==> config.mk <==
export PLATFORM = sky130hd
export DESIGN_NAME = cam_capture
export DESIGN_NICKNAME = d
export VERILOG_FILES = /design/src/rtl/cam_capture.sv
export SDC_FILE = /design/constraint.sdc
export NUM_CORES = 1
export LEC_CHECK = 0
export BUFFER_PORTS_ARGS = -buffer_cell sky130_fd_sc_hd__buf_2
export CORE_ASPECT_RATIO = 0.75
export CORE_UTILIZATION = 50
export DETAILED_ROUTE_END_ITERATION = 6
export PLACE_DENSITY = 0.72
export SLEW_MARGIN = 20
export SYNTH_ARGS = -nofsm -noshare
export SYNTH_HDL_FRONTEND = slang
export SYNTH_SLANG_ARGS = --single-unit
==> constraint.sdc <==
create_clock -name i_pclk -period 5.39 [get_ports i_pclk]
set_input_delay 0.539 -clock i_pclk [delete_from_list [all_inputs] [get_ports i_pclk]]
set_output_delay 0.539 -clock i_pclk [all_outputs]
set_load 0.02 [all_outputs]
==> src/rtl/cam_capture.sv <==
// OV7670 pixel capture: pairs RGB444 bytes from the camera bus into 12-bit
// pixels and writes them to the frame buffer at linear addresses, one per pixel.
module cam_capture #(
  parameter int FRAME_PIXELS = 307200
) (
  input  logic        i_pclk,
  input  logic        i_rstn_pclk,
  input  logic        i_cfg_done,
  input  logic        i_cam_vsync,
  input  logic        i_cam_href,
  input  logic [7:0]  i_cam_data,
  output logic        o_pix_wr_en,
  output logic [18:0] o_pix_wr_addr,
  output logic [11:0] o_pix_wr_data,
  output logic        o_frame_done,
  output logic        o_frame_ok,
  output logic        o_busy
);

  localparam logic [18:0] LP_FRAME = 19'(FRAME_PIXELS);

  typedef enum logic [1:0] {
    S_IDLE    = 2'd0,
    S_WAIT_VS = 2'd1,
    S_CAPTURE = 2'd2
  } state_t;

  state_t r_state;
  state_t w_state_nxt;

  logic        r_vsync;
  logic        r_vsync_d;
  logic        r_href;
  logic [7:0]  r_data;
  logic        r_phase;
  logic [3:0]  r_red;
  logic [18:0] r_cnt;
  logic        r_ovf;
  logic        r_wr_en;
  logic [18:0] r_addr;
  logic [11:0] r_wdata;
  logic        r_done;
  logic        r_ok;

  logic        w_vs_fall;
  logic        w_vs_rise;
  logic        w_pair;
  logic        w_full;
  logic        w_write;
  logic        w_drop;
  logic [18:0] w_cnt_inc;
  logic [18:0] w_cnt_after;
  logic        w_ovf_after;
  logic        w_frame_ok;

  assign w_vs_fall = r_vsync_d & ~r_vsync;
  assign w_vs_rise = ~r_vsync_d & r_vsync;

  always_comb begin
    w_pair      = (r_state == S_CAPTURE) & r_href & r_phase;
    w_full      = (r_cnt == LP_FRAME);
    w_write     = w_pair & ~w_full;
    w_drop      = w_pair & w_full;
    w_cnt_inc   = r_cnt + 19'd1;
    // A pair landing in the closing cycle still counts toward this frame.
    w_cnt_after = w_write ? w_cnt_inc : r_cnt;
    w_ovf_after = r_ovf | w_drop;
    w_frame_ok  = (w_cnt_after == LP_FRAME) & ~w_ovf_after;
  end

  always_ff @(posedge i_pclk) begin
    if (!i_rstn_pclk) r_state <= S_IDLE;
    else              r_state <= w_state_nxt;
  end

  always_comb begin
    w_state_nxt = r_state;
    case (r_state)
      S_IDLE:    if (i_cfg_done) w_state_nxt = S_WAIT_VS;
      S_WAIT_VS: if (w_vs_fall)  w_state_nxt = S_CAPTURE;
      S_CAPTURE: if (w_vs_rise)  w_state_nxt = S_WAIT_VS;
      default:                   w_state_nxt = S_IDLE;
    endcase
  end

  always_ff @(posedge i_pclk) begin
    if (!i_rstn_pclk) begin
      r_vsync   <= 1'b0;
      r_vsync_d <= 1'b0;
      r_href    <= 1'b0;
      r_data    <= 8'd0;
      r_phase   <= 1'b0;
      r_red     <= 4'd0;
      r_cnt     <= 19'd0;
      r_ovf     <= 1'b0;
      r_wr_en   <= 1'b0;
      r_addr    <= 19'd0;
      r_wdata   <= 12'd0;
      r_done    <= 1'b0;
      r_ok      <= 1'b0;
    end else begin
      r_vsync   <= i_cam_vsync;
      r_vsync_d <= r_vsync;
      r_href    <= i_cam_href;
      r_data    <= i_cam_data;
      r_wr_en   <= 1'b0;
      r_done    <= 1'b0;
      if (r_state == S_WAIT_VS && w_vs_fall) begin
        r_cnt   <= 19'd0;
        r_ovf   <= 1'b0;
        r_phase <= 1'b0;
        r_addr  <= 19'd0;
      end else if (r_state == S_CAPTURE) begin
        // HREF low discards any unpaired first byte.
        r_phase <= r_href ? ~r_phase : 1'b0;
        if (r_href && !r_phase) r_red <= r_data[3:0];
        if (w_write) begin
          r_wr_en <= 1'b1;
          r_addr  <= r_cnt;
          r_wdata <= {r_red, r_data};
          r_cnt   <= w_cnt_inc;
        end
        if (w_drop) r_ovf <= 1'b1;
        if (w_vs_rise) begin
          r_done  <= 1'b1;
          r_ok    <= w_frame_ok;
          r_phase <= 1'b0;
        end
      end else begin
        r_phase <= 1'b0;
      end
    end
  end

  assign o_pix_wr_en   = r_wr_en;
  assign o_pix_wr_addr = r_addr;
  assign o_pix_wr_data = r_wdata;
  assign o_frame_done  = r_done;
  assign o_frame_ok    = r_ok;
  assign o_busy        = (r_state == S_CAPTURE);

endmodule

==> results of run 1 <==
## area by class of cell
| type | count | share of cell area [%] |
|---|---|---|
| clock buffer | 11 | 4.04 |
| sequential | 72 | 41.2 |
| timing repair buffer | 50 | 7.36 |
| multi-input combinational | 259 | 42.2 |
| tap | 78 | 2.79 |
| clock inverter | 5 | 1.61 |
| inverter | 8 | 0.857 |
## cell usage after synthesis (all sizes together) (2+ instances only)
cell type	count	share of area, %
a211oi	2	0.49
a21boi	14	3.4
a21oi	23	3.8
and2	16	3.3
and4	3	0.86
buf	7	1.4
clkbuf	17	2.1
dfxtp	72	47
ha	2	0.82
inv	8	0.98
mux2i	5	1.6
nand2	70	8.6
nand2b	3	0.61
nand3	12	2.0
nand3b	3	0.74
nand4	9	1.8
nor2	31	3.8
nor2b	8	1.6
nor3	8	1.5
nor3b	4	0.98
o2111ai	2	0.57
o211ai	2	0.66
o21a	2	0.49
o21ai	5	0.94
o31ai	2	0.49
or3	4	0.98
xnor2	13	3.7
xor2	6	1.7
## cells by family after synthesis
logic type,Yosys count
AO/OA/AOI/OAI,56
XOR/XNOR,19
adder cells (fa/ha/maj),2
buffers and inverters,32
flip-flops,72
multiplexers,6
AND/OR/NAND/NOR,176
## worst max path at each step
stage / endpoint / cells after the start
floorplan: o_frame_ok$_SDFFE_PN0P_ / 8
global placement: o_frame_ok$_SDFFE_PN0P_ / 7
detailed placement: o_frame_ok$_SDFFE_PN0P_ / 7
CTS: o_frame_ok$_SDFFE_PN0P_ / 7
global route: o_frame_ok$_SDFFE_PN0P_ / 7
finish: o_frame_ok$_SDFFE_PN0P_ / 7
## report_power, final
group | total (W) | switching [W] | internal (W)
Combinational | 0.0000203 | 0.0000113 | 0.00000896
Clock | 0.000421 | 0.000196 | 0.000226
Sequential | 0.000539 | 0.00000246 | 0.000537
Total | 0.000981 | 0.000210 | 0.000771
## metal layers
| layer | global-route usage (%) | vias to the layer above | routed length [um] |
|---|---|---|---|
| met1 | 38.9 | 1132 | 3580 |
| li1 | - | 1293 | - |
| met4 | 9.20 | 0 | 127 |
| met3 | 6.36 | 12 | 604 |
| met5 | 0 | - | 0 |
| met2 | 29.6 | 114 | 2660 |
## stage by stage
stage	util, %	hold WS (ns)	area [um^2]	instances
floorplan	-	0.426	3050	363
global placement	56.4	0.434	3300	467
detailed placement	56.4	0.441	3300	467
CTS	59.8	0.377	3500	483
global route	59.8	0.374	3500	483
finish	59.8	0.391	3500	483
## sequential cells by signal (all words and copies together), names as in the netlist
name / count
r_state: 2
r_cnt: 19
r_red: 4
r_data: 8
r_href: 1
o_frame_done: 1
o_pix_wr_data: 12
o_frame_ok: 1
r_vsync_d: 1
r_phase: 1
o_pix_wr_en: 1
r_ovf: 1
r_vsync: 1
o_pix_wr_addr: 19
==> flow_summary.yaml, run 1 <==
status:
  status: "finished clean"
grt:
  grt_pass1_wl_um: 12000
  grt-ovfl-total: 0
  grt_start_max_net_pins: 34
  grt_antenna_before_repair: 0
  grt_use_total_pct: 24.2
  grt_pass1_vias: 2354
setup_path:
  end_kind: "flop"
  reg2reg_from: "r_cnt[0]$_SDFFE_PP0N_"
  worstPathRequired_ns: 5.65
  crit_family: "simple AND/OR/NAND/NOR gates"
  slowest_stage: "dfxtp_1"
  path_cells: "ha_1, and4_1, nand4_1, xor2_1, o32ai_1, o2111ai_1, o31ai_1"
  cp-start-kind: "flop"
  rrSetupSlack_ns: 2.81
  crit_fanout: 9
  critPathKind: "flop to flop"
  r2r-end: "o_frame_ok$_SDFFE_PN0P_"
  worstPathBufferInverterCount: 0
  max_stage_delay_ns: 0.46
  r2r_cells: 7
  critPathArrivalTime_ns: 2.84
  startpoint: "r_cnt[0]$_SDFFE_PP0N_"
route:
  vias: 2551
  drc: 0
  post_drt_wl_per_cell_um: 14.4
  ant_nets: 0
  drtIter0Drc: 222
  wirelength_um: 6980
  firstDrtPassIters: 6
  via_per_inst: 5.28
synthesis:
  async_reset_ff_share_pct: 0
  synth_compound_area_share_pct: 12.0
  synth_seq_cells: 72
  ys_types: 43
  synthCells: 363
  synthAdderAreaFrac_pct: 0.819
  synthFlopType: "dfxtp_1"
  syn_area_um2: 3050
  synth_nets: 378
  yosys.area_share.xor_xnor_pct: 5.45
  synth_top_family_by_area: "simple AND/OR/NAND/NOR gates"
  avgSynthCellArea_um2: 8.41
  synth_seq_area_share_pct: 47.2
  yosysWarningCount: 0
  synth_mux_area_share_pct: 2.01
  synth_edf_count: 0
  synth-simple-area-share_pct: 28.1
sta:
  layout_setup_ws_ns: 2.81
  tightest_slew_ns: 0.616
  relSlewSlack_pct: 57.9
  skew_ns: 0.00752
  period_share_pct: 47.8
  rsz0062_at_grt: "false"
  setup_viol: 0
  fmax_ghz: 0.388
  slew_viol_final: 0
  post-route-min-period_ns: 2.58
  hold_violations: 0
  tns_ns: 0
pwr:
  ir_worst_vdd_uv: 230
  power.density_nw_per_um2: 280
  p_leak_nw: 1.30
  total_power_w: 0.000981
finish:
  multi_input_area_um2: 1480
  fin_nets: 415
  antenna_cells: 0
  register_area_um2: 1440
  syn2layout_area_growth_pct: 14.7
  layout-drive-gt1-share_pct: 17.3
  mostFrequentLayoutCell: "dfxtp_1"
  layout_common_cells: "dfxtp_1 (72), nand2_1 (70), buf_2 (47)"
  n_fill_cell: 526
worst_hold_path:
  holdPathStages: 2
  min_from: "i_cam_data[5]"
  worstHoldPathType: "input pin to flop"
  hold_end: "r_data[5]$_SDFF_PN0_"
job:
  drv_cap: 0
die:
  io_pins: 48
  fp.dieH_um: 69.7
  rows: 24
  initial_core_util_pct: 52.2
  die-area_um2: 6430
  core_um2: 5860
  die_w_um: 92.2
place:
  numPortBuffers: 47
  dp_hpwl_um: 4730
  pre_cts_ws_ns: 2.89
  place_congestion: 0.963
clock_network:
  cts_max_path_buffers: 2
  post_cts_buffers: 0
  cts_buffers: 9
  worstSkewPairLatency_ns: 0.35
  cts.sinks: 72
  cts_tree: "yes"
  cts_resized: 0
  hold_buffers: 0
  cts_max_level: 3
  clockRootBuffer: "clkbuf_8"
  clkTransAtPathRegs_ns: 0.08
No activity file was read; power rests on OpenSTA's default activity.
==> inputs of run 2 (changes only) <==
--- a/config.mk
+++ b/config.mk
@@ -9,7 +9,7 @@
 export CORE_ASPECT_RATIO = 0.75
 export CORE_UTILIZATION = 50
 export DETAILED_ROUTE_END_ITERATION = 6
-export PLACE_DENSITY = 0.72
+export PLACE_DENSITY = 0.75
 export SLEW_MARGIN = 20
 export SYNTH_ARGS = -nofsm -noshare
 export SYNTH_HDL_FRONTEND = slang
==> constraint.sdc (replaced) <==
create_clock -name i_pclk -period 2.1 [get_ports i_pclk]
set_input_delay 0.21 -clock i_pclk [delete_from_list [all_inputs] [get_ports i_pclk]]
set_output_delay 0.21 -clock i_pclk [all_outputs]
set_load 0.02 [all_outputs]
==> run 2 against run 1 <==
  * Via count grew 4.7%
  * Critical endpoint unchanged
  * Utilization grew 3.6 points
  * Die area is the same
  * Critical path type unchanged
  * Routed wire length shrank 0.96%
==> flow_summary.yaml, run 2 (synthesis gave the netlist of run 1 again) <==
status:
  status: "finished clean"
clock_network:
  cts_buffers: 9
  clockRootBuffer: "clkbuf_8"
  hold_buffers: 0
  cts_max_path_buffers: 2
  worstSkewPairLatency_ns: 0.35
  cts_max_level: 3
  cts_tree: "yes"
  cts.sinks: 72
  clkTransAtPathRegs_ns: 0.08
route:
  drtIter0Drc: 300
  drc: 0
  via_per_inst: 5.30
  post_drt_wl_per_cell_um: 13.7
  wirelength_um: 6910
  firstDrtPassIters: 4
  ant_nets: 0
  vias: 2672
place:
  dpl.cell_count: 487
  numPortBuffers: 47
  place_congestion: 0.928
  dp_hpwl_um: 4860
sta:
  post-route-min-period_ns: 2.05
  tns_ns: 0
  period_share_pct: 97.7
  hold_violations: 0
  tightest_slew_ns: 0.503
  skew_ns: 0.00462
  rsz0062_at_grt: "true"
  fmax_ghz: 0.488
  setup_viol: 0
  slew_viol_final: 0
  relSlewSlack_pct: 66.4
pwr:
  p_int_w: 0.00187
  p_sw_share_pct: 23.2
  p_leak_nw: 1.41
  switchingPower_w: 0.000566
  p_seq_share_pct: 56.7
  power.density_nw_per_um2: 656
  p_clk_share_pct: 41.0
  ir_worst_vdd_uv: 478
  share_comb_of_total_power_pct: 2.3
finish:
  layout-drive-gt1-share_pct: 22.8
  register_area_um2: 1440
  antenna_cells: 0
  mostFrequentLayoutCell: "dfxtp_1"
  n_fill_cell: 498
  layout_common_cells: "dfxtp_1 (71), nand2_1 (70), buf_2 (47)"
  syn2layout_area_growth_pct: 21.6
  fin_cells: 504
  fin_nets: 436
  multi_input_area_um2: 1530
worst_hold_path:
  worstHoldPathType: "input pin to flop"
setup_path:
  slowest_stage: "or4_1"
  crit_fanout: 4
  worstPathRequired_ns: 2.36
  max_stage_delay_ns: 0.52
  cp-start-kind: "flop"
  end_kind: "flop"
  critPathKind: "flop to flop"
  critPathArrivalTime_ns: 2.31
  path_cells: "or4_1, or3_4, o211ai_4, xor2_2, o2111ai_1, o31ai_1"
die:
  io_pins: 48
  rows: 24
  core_um2: 5860
  initial_core_util_pct: 52.2
  fp.dieH_um: 69.7
  die_w_um: 92.2
  die-area_um2: 6430
grt:
  grt_use_total_pct: 22.8
  grt-ovfl-total: 0
  grt_antenna_before_repair: 0
  grt_pass1_wl_um: 11500
  grt_pass1_vias: 2344
  grt_start_max_net_pins: 20
job:
  drv_cap: 0
-- run 2: final timing paths --
kind,to,slack (ns),cells after the start,startpoint
max,o_frame_ok$_SDFFE_PN0P_,0.05,6,r_cnt[3]$_SDFFE_PP0N_
min,r_data[1]$_SDFF_PN0_,0.06,2,i_cam_data[1]
max reg2reg,o_frame_ok$_SDFFE_PN0P_,0.05,6,r_cnt[3]$_SDFFE_PP0N_
min reg2reg,o_pix_wr_addr[14]$_SDFFE_PP0P_,0.45,2,o_pix_wr_addr[14]$_SDFFE_PP0P_
-- run 2: power by group through the flow --
| stage | registers (W) | logic (W) | clock network (W) |
|---|---|---|---|
| final | 0.00138 | 0.0000550 | 0.00100 |
| after floorplan | 0.00141 | 0.0000340 | 0 |
| after CTS | 0.00138 | 0.0000553 | 0.00102 |
| after global placement | 0.00142 | 0.0000537 | 0 |
| after detailed placement | 0.00142 | 0.0000553 | 0 |
| after global routing | 0.00139 | 0.0000621 | 0.00108 |
-- run 2: area by class of cell --
| cell class | instances | area share [%] |
|---|---|---|
| multi-input combinational | 259 | 41.1 |
| clock inverter | 5 | 1.11 |
| sequential | 72 | 38.8 |
| timing repair buffer | 71 | 11.7 |
| clock buffer | 11 | 3.81 |
| inverter | 8 | 0.808 |
| tap | 78 | 2.63 |
-- run 2: per-stage QoR --
step | utilization (%) | power (W) | cell area [um^2] | worst slack [ns] | hold WS, ns
2_1_floorplan | - | 0.00145 | 3060 | 0.0125 | 0.317
3_3_place_gp | 59.3 | 0.00147 | 3470 | 0.0727 | 0.415
3_5_place_dp | 59.3 | 0.00147 | 3470 | -0.00646 | 0.419
4_1_cts | 62.5 | 0.00246 | 3660 | 0.000387 | 0.0489
5_1_grt | 63.4 | 0.00252 | 3710 | -0.0797 | 0.0565
6_report | 63.4 | 0.00244 | 3710 | 0.0488 | 0.0643
-- run 2: critical path: cells and delay by family (launching register included) --
kind | cells | cell delay [ns]
and+or+nand+nor | 2 | 0.92
DFF | 1 | 0.32
xor gates and xnor gates | 1 | 0.19
AOI/OAI and AO/OA | 3 | 0.54
-- run 2: metal layers --
metal  up-vias  global-route usage, %  wire [um]
met5         -                      0          0
met3         9                   6.14        371
met2        78                   30.4       2880
met1      1254                   35.0       3580
met4         0                   6.94         76
li1       1331                      -          -
-- run 2: timing repair --
action                                  CTS  global route
endpoints found under the setup margin    1            12
hold endpoints to repair                  0             0
pin swaps                                 3             2
buffers inserted                          1             0
resized for setup                         0            11
